[src/rtl/hs_pkg.sv]
// Shared definitions for the picoMIPS switch-handshake driver: FSM state
// encoding, default operand width and the counter-width helper.
package hs_pkg;

    // Default operand width; mirrors N from the picoMIPS global_parameters.sv.
    localparam int N = 8;

    // Driver states. IDLE is the only state that accepts a new word.
    typedef enum logic [1:0] {
        IDLE    = 2'd0,
        SETUP   = 2'd1,
        PRESENT = 2'd2,
        HOLD    = 2'd3
    } hs_state_e;

    // Width needed to hold the largest cycle count any counter is loaded with.
    function automatic int cnt_width(input int setupCyc, input int holdCyc,
                                     input int presentCyc, input int timeoutCyc);
        int m;
        m = setupCyc;
        if (holdCyc > m) m = holdCyc;
        if (presentCyc > m) m = presentCyc;
        if (timeoutCyc > m) m = timeoutCyc;
        return $clog2(m + 1);
    endfunction

    // Counter width for the default parameter set.
    localparam int CNT_W = cnt_width(2, 2, 16, 0);

endpackage

[src/rtl/hs_downcounter.sv]
// Loadable down-counter that stops at zero and flags when it is there.
// Used for both the phase timer and the acknowledge timeout timer.
module hs_downcounter
    import hs_pkg::*;
#(
    parameter int WIDTH = CNT_W
) (
    input  logic             clk,
    input  logic             nReset,
    input  logic             load_i,
    input  logic [WIDTH-1:0] load_val_i,
    input  logic             dec_i,
    output logic             zero_o
);

    logic [WIDTH-1:0] count_q;

    // Load has priority over decrement; decrement saturates at zero.
    always_ff @(posedge clk or negedge nReset) begin
        if (!nReset) begin
            count_q <= '0;
        end else if (load_i) begin
            count_q <= load_val_i;
        end else if (dec_i && (count_q != '0)) begin
            count_q <= count_q - WIDTH'(1);
        end
    end

    assign zero_o = (count_q == '0);

endmodule

[src/rtl/handshake_tx.sv]
// Host-side driver for the picoMIPS WLD0/WLD1 switch handshake. Takes words
// from a valid/ready stream, puts each on sw_data, flips handshake_switch to
// the level the next WLD waits for, and holds both until the CPU consumed it.
module handshake_tx
    import hs_pkg::*;
#(
    parameter int DATA_WIDTH  = N,
    parameter int SETUP_CYC   = 2,
    parameter int HOLD_CYC    = 2,
    parameter int USE_ACK     = 1,
    parameter int PRESENT_CYC = 16,
    parameter int TIMEOUT_CYC = 0
) (
    input  logic                  clk,
    input  logic                  nReset,
    input  logic [DATA_WIDTH-1:0] in_data,
    input  logic                  in_valid,
    output logic                  in_ready,
    input  logic                  cpu_ack,
    input  logic                  clr_err,
    output logic [DATA_WIDTH-1:0] sw_data,
    output logic                  handshake_switch,
    output logic                  busy,
    output logic                  err_spurious,
    output logic                  err_timeout,
    output logic [7:0]            words_sent
);

    localparam int CW = cnt_width(SETUP_CYC, HOLD_CYC, PRESENT_CYC, TIMEOUT_CYC);

    localparam logic [CW-1:0] SETUP_LOAD   = CW'(SETUP_CYC - 1);
    localparam logic [CW-1:0] HOLD_LOAD    = CW'(HOLD_CYC - 1);
    localparam logic [CW-1:0] PRESENT_LOAD = CW'(PRESENT_CYC - 1);
    localparam logic [CW-1:0] TMO_LOAD     = (TIMEOUT_CYC > 0) ? CW'(TIMEOUT_CYC - 1) : '0;
    localparam bit            ACK_MODE     = (USE_ACK != 0);
    localparam bit            TMO_EN       = (TIMEOUT_CYC > 0);

    hs_state_e             state_q, state_d;
    logic                  phase_q, phase_d;
    logic [DATA_WIDTH-1:0] sw_data_q, sw_data_d;
    logic                  switch_q, switch_d;
    logic                  busy_q;
    logic                  err_spur_q, err_spur_d;
    logic                  err_tmo_q, err_tmo_d;
    logic [7:0]            words_q, words_d;
    logic                  tmo_armed_q, tmo_armed_d;

    logic                  ph_load, ph_dec, ph_zero;
    logic [CW-1:0]         ph_load_val;
    logic                  tmo_load, tmo_dec, tmo_zero;
    logic                  spur_set, tmo_set;

    // Shared timer for SETUP, HOLD and fixed-length PRESENT.
    hs_downcounter #(.WIDTH(CW)) u_phase_cnt (
        .clk        (clk),
        .nReset     (nReset),
        .load_i     (ph_load),
        .load_val_i (ph_load_val),
        .dec_i      (ph_dec),
        .zero_o     (ph_zero)
    );

    // Acknowledge timeout timer, only ever loaded when the timeout is enabled.
    hs_downcounter #(.WIDTH(CW)) u_tmo_cnt (
        .clk        (clk),
        .nReset     (nReset),
        .load_i     (tmo_load),
        .load_val_i (TMO_LOAD),
        .dec_i      (tmo_dec),
        .zero_o     (tmo_zero)
    );

    // Next-state logic: sequence one word through SETUP/PRESENT/HOLD and track errors.
    always_comb begin
        state_d     = state_q;
        phase_d     = phase_q;
        sw_data_d   = sw_data_q;
        switch_d    = switch_q;
        words_d     = words_q;
        tmo_armed_d = tmo_armed_q;
        ph_load     = 1'b0;
        ph_load_val = '0;
        ph_dec      = 1'b0;
        tmo_load    = 1'b0;
        tmo_dec     = 1'b0;
        spur_set    = 1'b0;
        tmo_set     = 1'b0;

        case (state_q)
            IDLE: begin
                spur_set = ACK_MODE && cpu_ack;
                if (in_valid) begin
                    sw_data_d   = in_data;
                    ph_load     = 1'b1;
                    ph_load_val = SETUP_LOAD;
                    state_d     = SETUP;
                end
            end
            SETUP: begin
                spur_set = ACK_MODE && cpu_ack;
                if (ph_zero) begin
                    switch_d = phase_q;
                    state_d  = PRESENT;
                    if (!ACK_MODE) begin
                        ph_load     = 1'b1;
                        ph_load_val = PRESENT_LOAD;
                    end
                    if (ACK_MODE && TMO_EN) begin
                        tmo_load    = 1'b1;
                        tmo_armed_d = 1'b1;
                    end
                end else begin
                    ph_dec = 1'b1;
                end
            end
            PRESENT: begin
                if (ACK_MODE) begin
                    if (cpu_ack) begin
                        ph_load     = 1'b1;
                        ph_load_val = HOLD_LOAD;
                        tmo_armed_d = 1'b0;
                        state_d     = HOLD;
                    end else if (TMO_EN) begin
                        if (tmo_zero) begin
                            tmo_set     = tmo_armed_q;
                            tmo_armed_d = 1'b0;
                        end else begin
                            tmo_dec = 1'b1;
                        end
                    end
                end else begin
                    if (ph_zero) begin
                        ph_load     = 1'b1;
                        ph_load_val = HOLD_LOAD;
                        state_d     = HOLD;
                    end else begin
                        ph_dec = 1'b1;
                    end
                end
            end
            HOLD: begin
                spur_set = ACK_MODE && cpu_ack;
                if (ph_zero) begin
                    phase_d = ~phase_q;
                    words_d = words_q + 8'd1;
                    state_d = IDLE;
                end else begin
                    ph_dec = 1'b1;
                end
            end
            default: begin
                state_d = IDLE;
            end
        endcase

        err_spur_d = spur_set ? 1'b1 : (clr_err ? 1'b0 : err_spur_q);
        err_tmo_d  = tmo_set  ? 1'b1 : (clr_err ? 1'b0 : err_tmo_q);
    end

    // State and output registers; the switch idles high so the first WLD0 stalls.
    always_ff @(posedge clk or negedge nReset) begin
        if (!nReset) begin
            state_q     <= IDLE;
            phase_q     <= 1'b0;
            sw_data_q   <= '0;
            switch_q    <= 1'b1;
            busy_q      <= 1'b0;
            err_spur_q  <= 1'b0;
            err_tmo_q   <= 1'b0;
            words_q     <= 8'd0;
            tmo_armed_q <= 1'b0;
        end else begin
            state_q     <= state_d;
            phase_q     <= phase_d;
            sw_data_q   <= sw_data_d;
            switch_q    <= switch_d;
            busy_q      <= (state_d != IDLE);
            err_spur_q  <= err_spur_d;
            err_tmo_q   <= err_tmo_d;
            words_q     <= words_d;
            tmo_armed_q <= tmo_armed_d;
        end
    end

    assign in_ready         = (state_q == IDLE);
    assign sw_data          = sw_data_q;
    assign handshake_switch = switch_q;
    assign busy             = busy_q;
    assign err_spurious     = err_spur_q;
    assign err_timeout      = err_tmo_q;
    assign words_sent       = words_q;

endmodule

[config.mk]
export PLATFORM = sky130hd
export DESIGN_NAME = handshake_tx
export DESIGN_NICKNAME = d
export VERILOG_FILES = /design/src/rtl/hs_pkg.sv /design/src/rtl/hs_downcounter.sv /design/src/rtl/handshake_tx.sv
export SDC_FILE = /design/constraint.sdc
export NUM_CORES = 1
export LEC_CHECK = 0
export ABC_CLOCK_PERIOD_IN_PS = 2500
export BUFFER_PORTS_ARGS = -buffer_cell sky130_fd_sc_hd__buf_2
export CORE_MARGIN = 5
export CORE_UTILIZATION = 40
export DETAILED_ROUTE_END_ITERATION = 10
export PLACE_DENSITY_LB_ADDON = 0.12
export SLEW_MARGIN = 20
export SYNTH_ARGS = -nofsm -noshare
export SYNTH_HDL_FRONTEND = slang
export SYNTH_SLANG_ARGS = --single-unit
[constraint.sdc]
create_clock -name clk -period 2.5 [get_ports clk]
set_input_delay 0.625 -clock clk [delete_from_list [all_inputs] [get_ports clk]]
set_output_delay 0.625 -clock clk [all_outputs]
set_load 0.03 [all_outputs]
==> results.txt, run 1 <==
* Status: finished, final reports clean
- Type of destination of the critical path: flip-flop
- Across the run, the number of max-cap violations was 0.
* Post-synth EDFFs: 0
- In the post-synthesis netlist, the cell with the most instances is sky130_fd_sc_hd__dfrtp_1.
- Once detailed placement completed, the half-perimeter wirelength came to 1654 um.
- Weighted congestion at the end of routability-driven global placement: 0.6980
* Period utilisation layout: 0.7814
- Layout cells sized above 1: 0.3769
* Slew @ Worst Pin: 0.6028 ns
- Cell type group with the largest total delay on the critical path: simple AND/OR/NAND/NOR gates
- Count of port buffers added during placement: 32
- In this run the static leakage power is 0.7207 nW.
- The worst register-to-register path begins at u_phase_cnt.count_q[0].
- Most used flip-flop cell after synthesis: sky130_fd_sc_hd__dfrtp_1
- CTS built an H-tree with a depth of 1.
* Synth-to-layout area growth: 16.25%
- Footprint of the flip-flops and latches: 676.9 um2
- Internal power comes to 0.0009645 W.
- Clock transition at the register clock pins on the worst setup and hold paths after CTS: 0.14 ns
- Initial cell density of the core: 0.4059
- Vias post-DR: 809
- Once placement completed, the tool counted placed cells totaling 159.
- The worst pin sits at a relative slew slack of 0.5982.
- Ranking of synthesized cells by instance count: 26 x sky130_fd_sc_hd__dfrtp_1, 9 x sky130_fd_sc_hd__mux2_2, 8 x sky130_fd_sc_hd__nand3_1, 6 x sky130_fd_sc_hd__inv_1
* Area enclosed by the die boundary: 4221 um2
* CTS sink count: 27
* Residual antenna-violating net count after detailed routing: 0
* Sw Share: 0.4234
- Synth top area share: 0.5383
* Number of inserted filler cells in the final layout: 297
- The path class of the tightest hold or removal check is in -> async.
- In the final layout, the multi-input gates occupy 478.0 um2.
* Worst setup skew after layout: 0.006644 ns
- Clock power frac: 0.111
* Reg power frac: 0.439
* Overall overflow remaining after global route: 0
* First-pass iteration count of the detailed router: 4
- Cts-stage hold buffer count: 0
* Worst-path maximum fanout: 6
- Slowest stage cell, crit path: sky130_fd_sc_hd__or4b_4
- Of all flip-flops after synthesis, the portion carrying an async set or reset was 1.000.
* Post-CTS Setup Bufs: 0
- Per-cell via count in the routed design: 4.963
- Entering global routing, the biggest net connects 28 pins.
- Hold Vio Cnt, Final: 0
* Overall die width: 64.97 um
- Warning count from the yosys run: 0
- R2R setup slack: 0.55 ns
- Counting along the longest clock path gives a buffer depth of 2.
- PD cells: 1191 nW/um2
- The synthesized netlist contains 33 unique library cells.
* Synthesized instance count: 99
- Traced cell by cell, the critical path runs through inv_1, ha_1, or4b_4, or3_4, mux2_4.
* Combinational power share: 0.451
- CTS tree: built
* Global-route usage over all layers: 0.1164
* First-pass GRT wire length: 3836 um
* Endpoint of the most critical register-to-register path: handshake_switch
- Counting cells, the worst reg-to-reg path comes to 5.
* TNS Setup: 0 ns
* Nets: 146
* Root Buffer: sky130_fd_sc_hd__clkbuf_4
- Number of standard cells in the layout, taps in and fillers out: 163
- Top Ports: 34
- Net switching power figure: 0.0007083 W
- Violation count after the first detailed-routing iteration: 21
- #FFs+latches synth: 27
* Antenna violations before repair: 0
- Final count of pins violating max slew: 0
- The total area inside the core boundary comes to 2978 um2.
- Min Clock Period, post-route: 1.953 ns
- Setup violations remaining at the end of the flow were counted as 0.
- Detailed-route DRC error count: 0
- The die is 64.97 um tall.
* Vias in the first global route: 805
* Antenna Diode Count: 0
* Startpoint-to-endpoint class of the critical path: reg -> reg
- Post-Syn Area: 1209 um2
* Top post-synthesis cells by area: sky130_fd_sc_hd__dfrtp_1 54%, sky130_fd_sc_hd__mux2_2 8.4%, sky130_fd_sc_hd__xor2_1 3.6%
- Crit start category: flip-flop
- Derived from the worst setup path, the maximum achievable clock frequency is 511.9 MHz.
* Wirelength per Cell: 13.39 um
* RSZ-0062 raised after global routing: false
- Total nets after synthesis: 114
* Share of the yosys chip area belonging to registers: 0.5600
- The number of buffers and inverters on the critical path is 1.
* Max VDD drop: 502.4 uV
- Biggest cell delay along the critical path: 0.52 ns
* Number of cells upsized or downsized after cts: 0
- Clock Latency Late Sink: 0.31 ns
- After detailed routing, the total wire length is 2182 um.
* Yosys top cell by area: sky130_fd_sc_hd__dfrtp_1
- Required arrival time at the worst endpoint: 2.76 ns
* Site Rows: 20
- Clock buffer count from CTS: 3
- Data on the critical path arrives at its endpoint at 2.21 ns.
* Average instance area after synthesis: 12.21 um2
through the flow:
| stage | instance area, um2 | utilization | power [W] | setup slack (ns) | hold WS [ns] |
|---|---|---|---|---|---|
| after CTS | 1405 | 0.4718 | 0.001697 | 0.5479 | 0.3090 |
| after global routing | 1405 | 0.4718 | 0.001807 | 0.4619 | 0.3338 |
| after floorplan | 1209 | - | 0.001312 | 0.6033 | 0.3294 |
| after global placement | 1379 | 0.4630 | 0.001488 | 0.6253 | 0.4509 |
| final | 1405 | 0.4718 | 0.001673 | 0.5466 | 0.2916 |
| after detailed placement | 1379 | 0.4630 | 0.001509 | 0.5632 | 0.4583 |
cell type report:
class | count | share of cell area
flip-flops and latches | 27 | 0.4817
multi-input cells | 61 | 0.3402
repair buffers | 32 | 0.1140
well taps | 33 | 0.02939
clock buffers | 4 | 0.01870
inverters | 6 | 0.01603
how the worst max path moves through the flow:
stage | end | cells after the start | slack (ns) | startpoint
finish | handshake_switch | 5 | 0.55 | u_phase_cnt.count_q[0]
global route | handshake_switch | 5 | 0.46 | u_phase_cnt.count_q[0]
CTS | handshake_switch | 5 | 0.55 | u_phase_cnt.count_q[0]
detailed placement | handshake_switch | 5 | 0.56 | u_phase_cnt.count_q[0]
global placement | handshake_switch | 5 | 0.63 | u_phase_cnt.count_q[0]
floorplan | sw_data[0] | 5 | 0.60 | state_q[1]
power by group through the flow:
| stage | sequential [W] | combinational [W] | clock (W) |
|---|---|---|---|
| 2_1_floorplan | 0.000919 | 0.000393 | 0 |
| 3_3_place_gp | 0.000738 | 0.000750 | 0 |
| 3_5_place_dp | 0.000745 | 0.000764 | 0 |
| 4_1_cts | 0.000734 | 0.000765 | 0.000198 |
| 5_1_grt | 0.000764 | 0.000826 | 0.000216 |
| 6_report | 0.000734 | 0.000754 | 0.000185 |
per-layer routing:
metal / routed length, um / vias to the layer above / global-route usage / share of wire
met5: 0 / - / 0 / 0
met4: 18 / 0 / 0.03958 / 0.0082
met3: 137 / 2 / 0.02946 / 0.063
met2: 1040 / 20 / 0.1903 / 0.48
met1: 986 / 382 / 0.1491 / 0.45
li1: - / 405 / - / -
layout by cell type, fill, tap and decap left out, types with 2 or more instances in the layout:
cell and instances:
sky130_fd_sc_hd__nand4b_1 2, sky130_fd_sc_hd__dfrtp_1 26, sky130_fd_sc_hd__ha_1 2, sky130_fd_sc_hd__buf_2 32, sky130_fd_sc_hd__o21ai_0 4, sky130_fd_sc_hd__o2bb2ai_1 2, sky130_fd_sc_hd__nor3_1 5, sky130_fd_sc_hd__xnor2_1 3
sky130_fd_sc_hd__nand3_1 8, sky130_fd_sc_hd__inv_1 6, sky130_fd_sc_hd__clkbuf_4 3, sky130_fd_sc_hd__nand2_1 4, sky130_fd_sc_hd__mux2_2 9, sky130_fd_sc_hd__mux2i_1 2, sky130_fd_sc_hd__xor2_1 5
logic make-up (layout without fill, tap and decap cells):
kind of cell | Yosys count | count (layout) | share of synthesized area
compound gates | 9 | 9 | 0.04969
xor+xnor | 8 | 8 | 0.05797
fa+ha+maj | 2 | 2 | 0.02070
buf+inv | 11 | 42 | 0.04451
flops | 27 | 27 | 0.5600
mux | 12 | 12 | 0.1128
other cells | 1 | 1 | 0.003103
simple gates | 29 | 29 | 0.1511
flip-flops by register name (all words and copies together) (netlist names):
name	flops
sw_data	8
words_sent	8
u_phase_cnt.count_q	5
state_q	2
busy	1
err_spurious	1
handshake_switch	1
phase_q	1
(Power assumes the default switching activity.)
==> inputs of run 2 (changes only) <==
- ABC_CLOCK_PERIOD_IN_PS: 2500 -> 1800
- clock period: 2.5 -> 1.8 ns (I/O delays scaled with it)
==> results.txt, run 2 (synthesis gave the netlist of run 1 again) <==
- The run finished, with violations left.
- The checks that failed: negative setup slack.
- The endpoint identified for the worst register-to-register timing path is handshake_switch.
- The setup clock skew after layout was 0.007555 ns (+0.0009110 ns).
- The layout net count came to 156 (+6.8%).
- PD cells: 1675 nW/um2 (+41%)
- Residual antenna-violating net count after detailed routing: 0 (unchanged)
- First-pass GRT wire length: 4002 um (+4.3%)
- Pin count of the biggest net entering global routing: 28 (unchanged)
- Layout cells sized above 1: 0.4571 (+0.08022)
- The depth of the worst register-to-register path came to 5 (unchanged).
* Crit start category: flip-flop
- The fill cell instance count of the final layout came to 269 (-9.4%).
* Final wirelength: 2252 um (+3.2%)
- The relative slew slack is 0.6074 (+0.009224).
- The register share of total power is 0.404 (-0.035).
* Last element of the critical path: handshake_switch
- Worst-path maximum fanout: 5 (-1)
- The CTS clock-pin slew for the worst setup and hold paths is 0.14 ns (about the same).
- The non-filler instance count after layout came to 173 (+6.1%).
- Clock Latency Late Sink: 0.32 ns (about the same)
- The minimum clock period was 1.803 ns (-0.1505 ns).
* Root Buffer: sky130_fd_sc_hd__clkbuf_4
- The starting density of the core is 0.4059 (unchanged).
* Sw Share: 0.4143 (-0.009124)
* Startpoint-to-endpoint class of the critical path: reg -> reg
* Vias post-DR: 864 (+6.8%)
- Static leakage: 0.7692 nW (+6.7%)
- R2R setup slack: -0.003 ns (-0.55 ns)
* Commonest cells after routing, fill and taps aside: 32 x sky130_fd_sc_hd__buf_2, 26 x sky130_fd_sc_hd__dfrtp_1, 10 x sky130_fd_sc_hd__buf_4
- The number of cell rows came to 20 (unchanged).
- The setup slack of the critical path after layout came to -0.002897 ns (-0.5495 ns).
* Highest clock rate: 554.7 MHz (+8.3%)
* Met3 track utilization from global routing: 0.02773 (-0.001733)
* Max VDD drop: 678.0 uV (+35%)
- The clock network power share is 0.104 (-0.007).
- Wirelength per Cell: 13.02 um (-2.8%)
* Synth-to-layout area growth: 23.81%
- The number of sinks driven by the clock tree came to 27 (unchanged).
* CORE AREA: 2978 um2 (unchanged)
- HPWL after detailed placement: 1752 um (+5.9%)
* RSZ-0062 raised after global routing: true
- The total clock buffers created by CTS came to 3 (unchanged).
- The number of levels the H-tree was split into is 1 (unchanged).
- The met2 usage came to 0.2043 (+0.01405).
- The library cell used most frequently in the layout, excluding fill and tap cells, is sky130_fd_sc_hd__buf_2.
- Count of port buffers added during placement: 32 (unchanged)
- The largest buffer count on any clock path came to 2 (unchanged).
- Overall die width: 64.97 um (unchanged)
- Die extent in y: 64.97 um (unchanged)
* Antenna violations before repair: 0 (unchanged)
- Violation count after the first detailed-routing iteration: 18 (-14%)
- The worst endpoint required time is 2.06 ns (-0.70 ns).
* Number of instances in the placed design: 167 (+5.0%)
* Footprint of the flip-flops and latches: 676.9 um2 (unchanged)
* Final count of pins violating max slew: 0 (unchanged)
* Overall overflow remaining after global route: 0 (unchanged)
* Global-route usage over all layers: 0.1211 (+0.004730)
- Design internal power: 0.001468 W (+52%)
* First-pass iteration count of the detailed router: 4 (unchanged)
- Startpoint of the lowest-slack register-to-register path: u_phase_cnt.count_q[0]
- Top Ports: 34 (unchanged)
- CTS tree: built
- Vias in the first global route: 902 (+12%)
- After global routing, the most crowded layer is met2.
- The number of setup violations in the final report is 1 (+1).
- Antenna Diode Count: 0 (unchanged)
* Met1 capacity usage during global routing: 0.1490 (-0.0001633)
* Period utilisation layout: 1.002 (+0.2202)
- Combinational power share: 0.492 (+0.041)
- Net switching power figure: 0.001039 W (+47%)
* Max-cap violation count: 0 (unchanged)
- The routability congestion estimate is 0.7577 (+8.6%).
- Detailed-route DRC error count: 0 (unchanged)
- The post-route total power was 0.002507 W (+50%).
- Arrival time at the worst endpoint: 2.07 ns (-0.14 ns)
* Crit path from: u_phase_cnt.count_q[0]
- Slew @ Worst Pin: 0.5889 ns (-0.01384 ns)
* Area enclosed by the die boundary: 4221 um2 (unchanged)
- The number of hold violations in the final report came to 0 (unchanged).
- Per-cell via count in the routed design: 4.994 (+0.63%)
* Type of destination of the critical path: flip-flop
- In this run the worst hold path is classified as in -> async.
- The total area of multi-input combinational cells is 493.0 um2 (+3.1%).
==> run 2: layer usage <==
metal | vias to the layer above | part of all wire | wire [um]
met2 | 26 | 0.48 | 1091
met3 | 4 | 0.064 | 145
li1 | 420 | - | -
met5 | - | 0 | 0
met4 | 0 | 0.015 | 33
met1 | 414 | 0.44 | 981
==> run 2: power by group through the flow <==
stage | Clock [W] | Sequential, W | Combinational (W)
after floorplan | 0 | 0.00128 | 0.000553
after global placement | 0 | 0.00101 | 0.00116
after detailed placement | 0 | 0.00103 | 0.00118
after CTS | 0.000277 | 0.00102 | 0.00124
after global routing | 0.000304 | 0.00105 | 0.00135
final | 0.000260 | 0.00101 | 0.00123
==> run 2: cell type report <==
class	instances	area share
timing repair buffer	42	0.1572
multi-input combinational	61	0.3294
clock buffer	3	0.01505
tap	33	0.02759
inverter	6	0.01505
sequential	27	0.4523
clock inverter	1	0.003344
==> run 2: how the worst min path moves through the flow <==
stage,start,endpoint,slack [ns],depth (start not counted)
finish,nReset,sw_data[5],0.11,1
global route,nReset,sw_data[6],0.15,1
CTS,nReset,phase_q,0.12,1
detailed placement,words_sent[7],words_sent[7],0.46,1
global placement,words_sent[7],words_sent[7],0.45,1
floorplan,nReset,busy,0.15,0
==> run 2: per-stage QoR <==
step                  util    TNS, ns  setup WS [ns]  instance area, um2  hold WS (ns)
finish              0.5025  -0.002897      -0.002897                1496        0.1076
global route        0.5025   -0.04443       -0.04443                1496        0.1488
CTS                 0.5025          0       0.002285                1496        0.1177
detailed placement  0.4849   -0.04190       -0.04190                1444        0.4609
global placement    0.4849  -0.001811      -0.001811                1444        0.4539
floorplan                -   -0.03681       -0.03681                1214        0.1544
==> run 2: worst max-delay path, stage by stage, from the launching register on <==
cell and delay [ns]:
sky130_fd_sc_hd__dfrtp_1 0.42, sky130_fd_sc_hd__inv_2 0.08, sky130_fd_sc_hd__ha_4 0.14, sky130_fd_sc_hd__or4b_4 0.46, sky130_fd_sc_hd__or3_4 0.35, sky130_fd_sc_hd__mux2_4 0.30
==> run 2: repair_timing <==
item,in CTS,in global routing
setup buffers,2,0
hold buffers,0,0
setup endpoints to repair,1,1
resized for setup,3,0
pin swaps,0,0
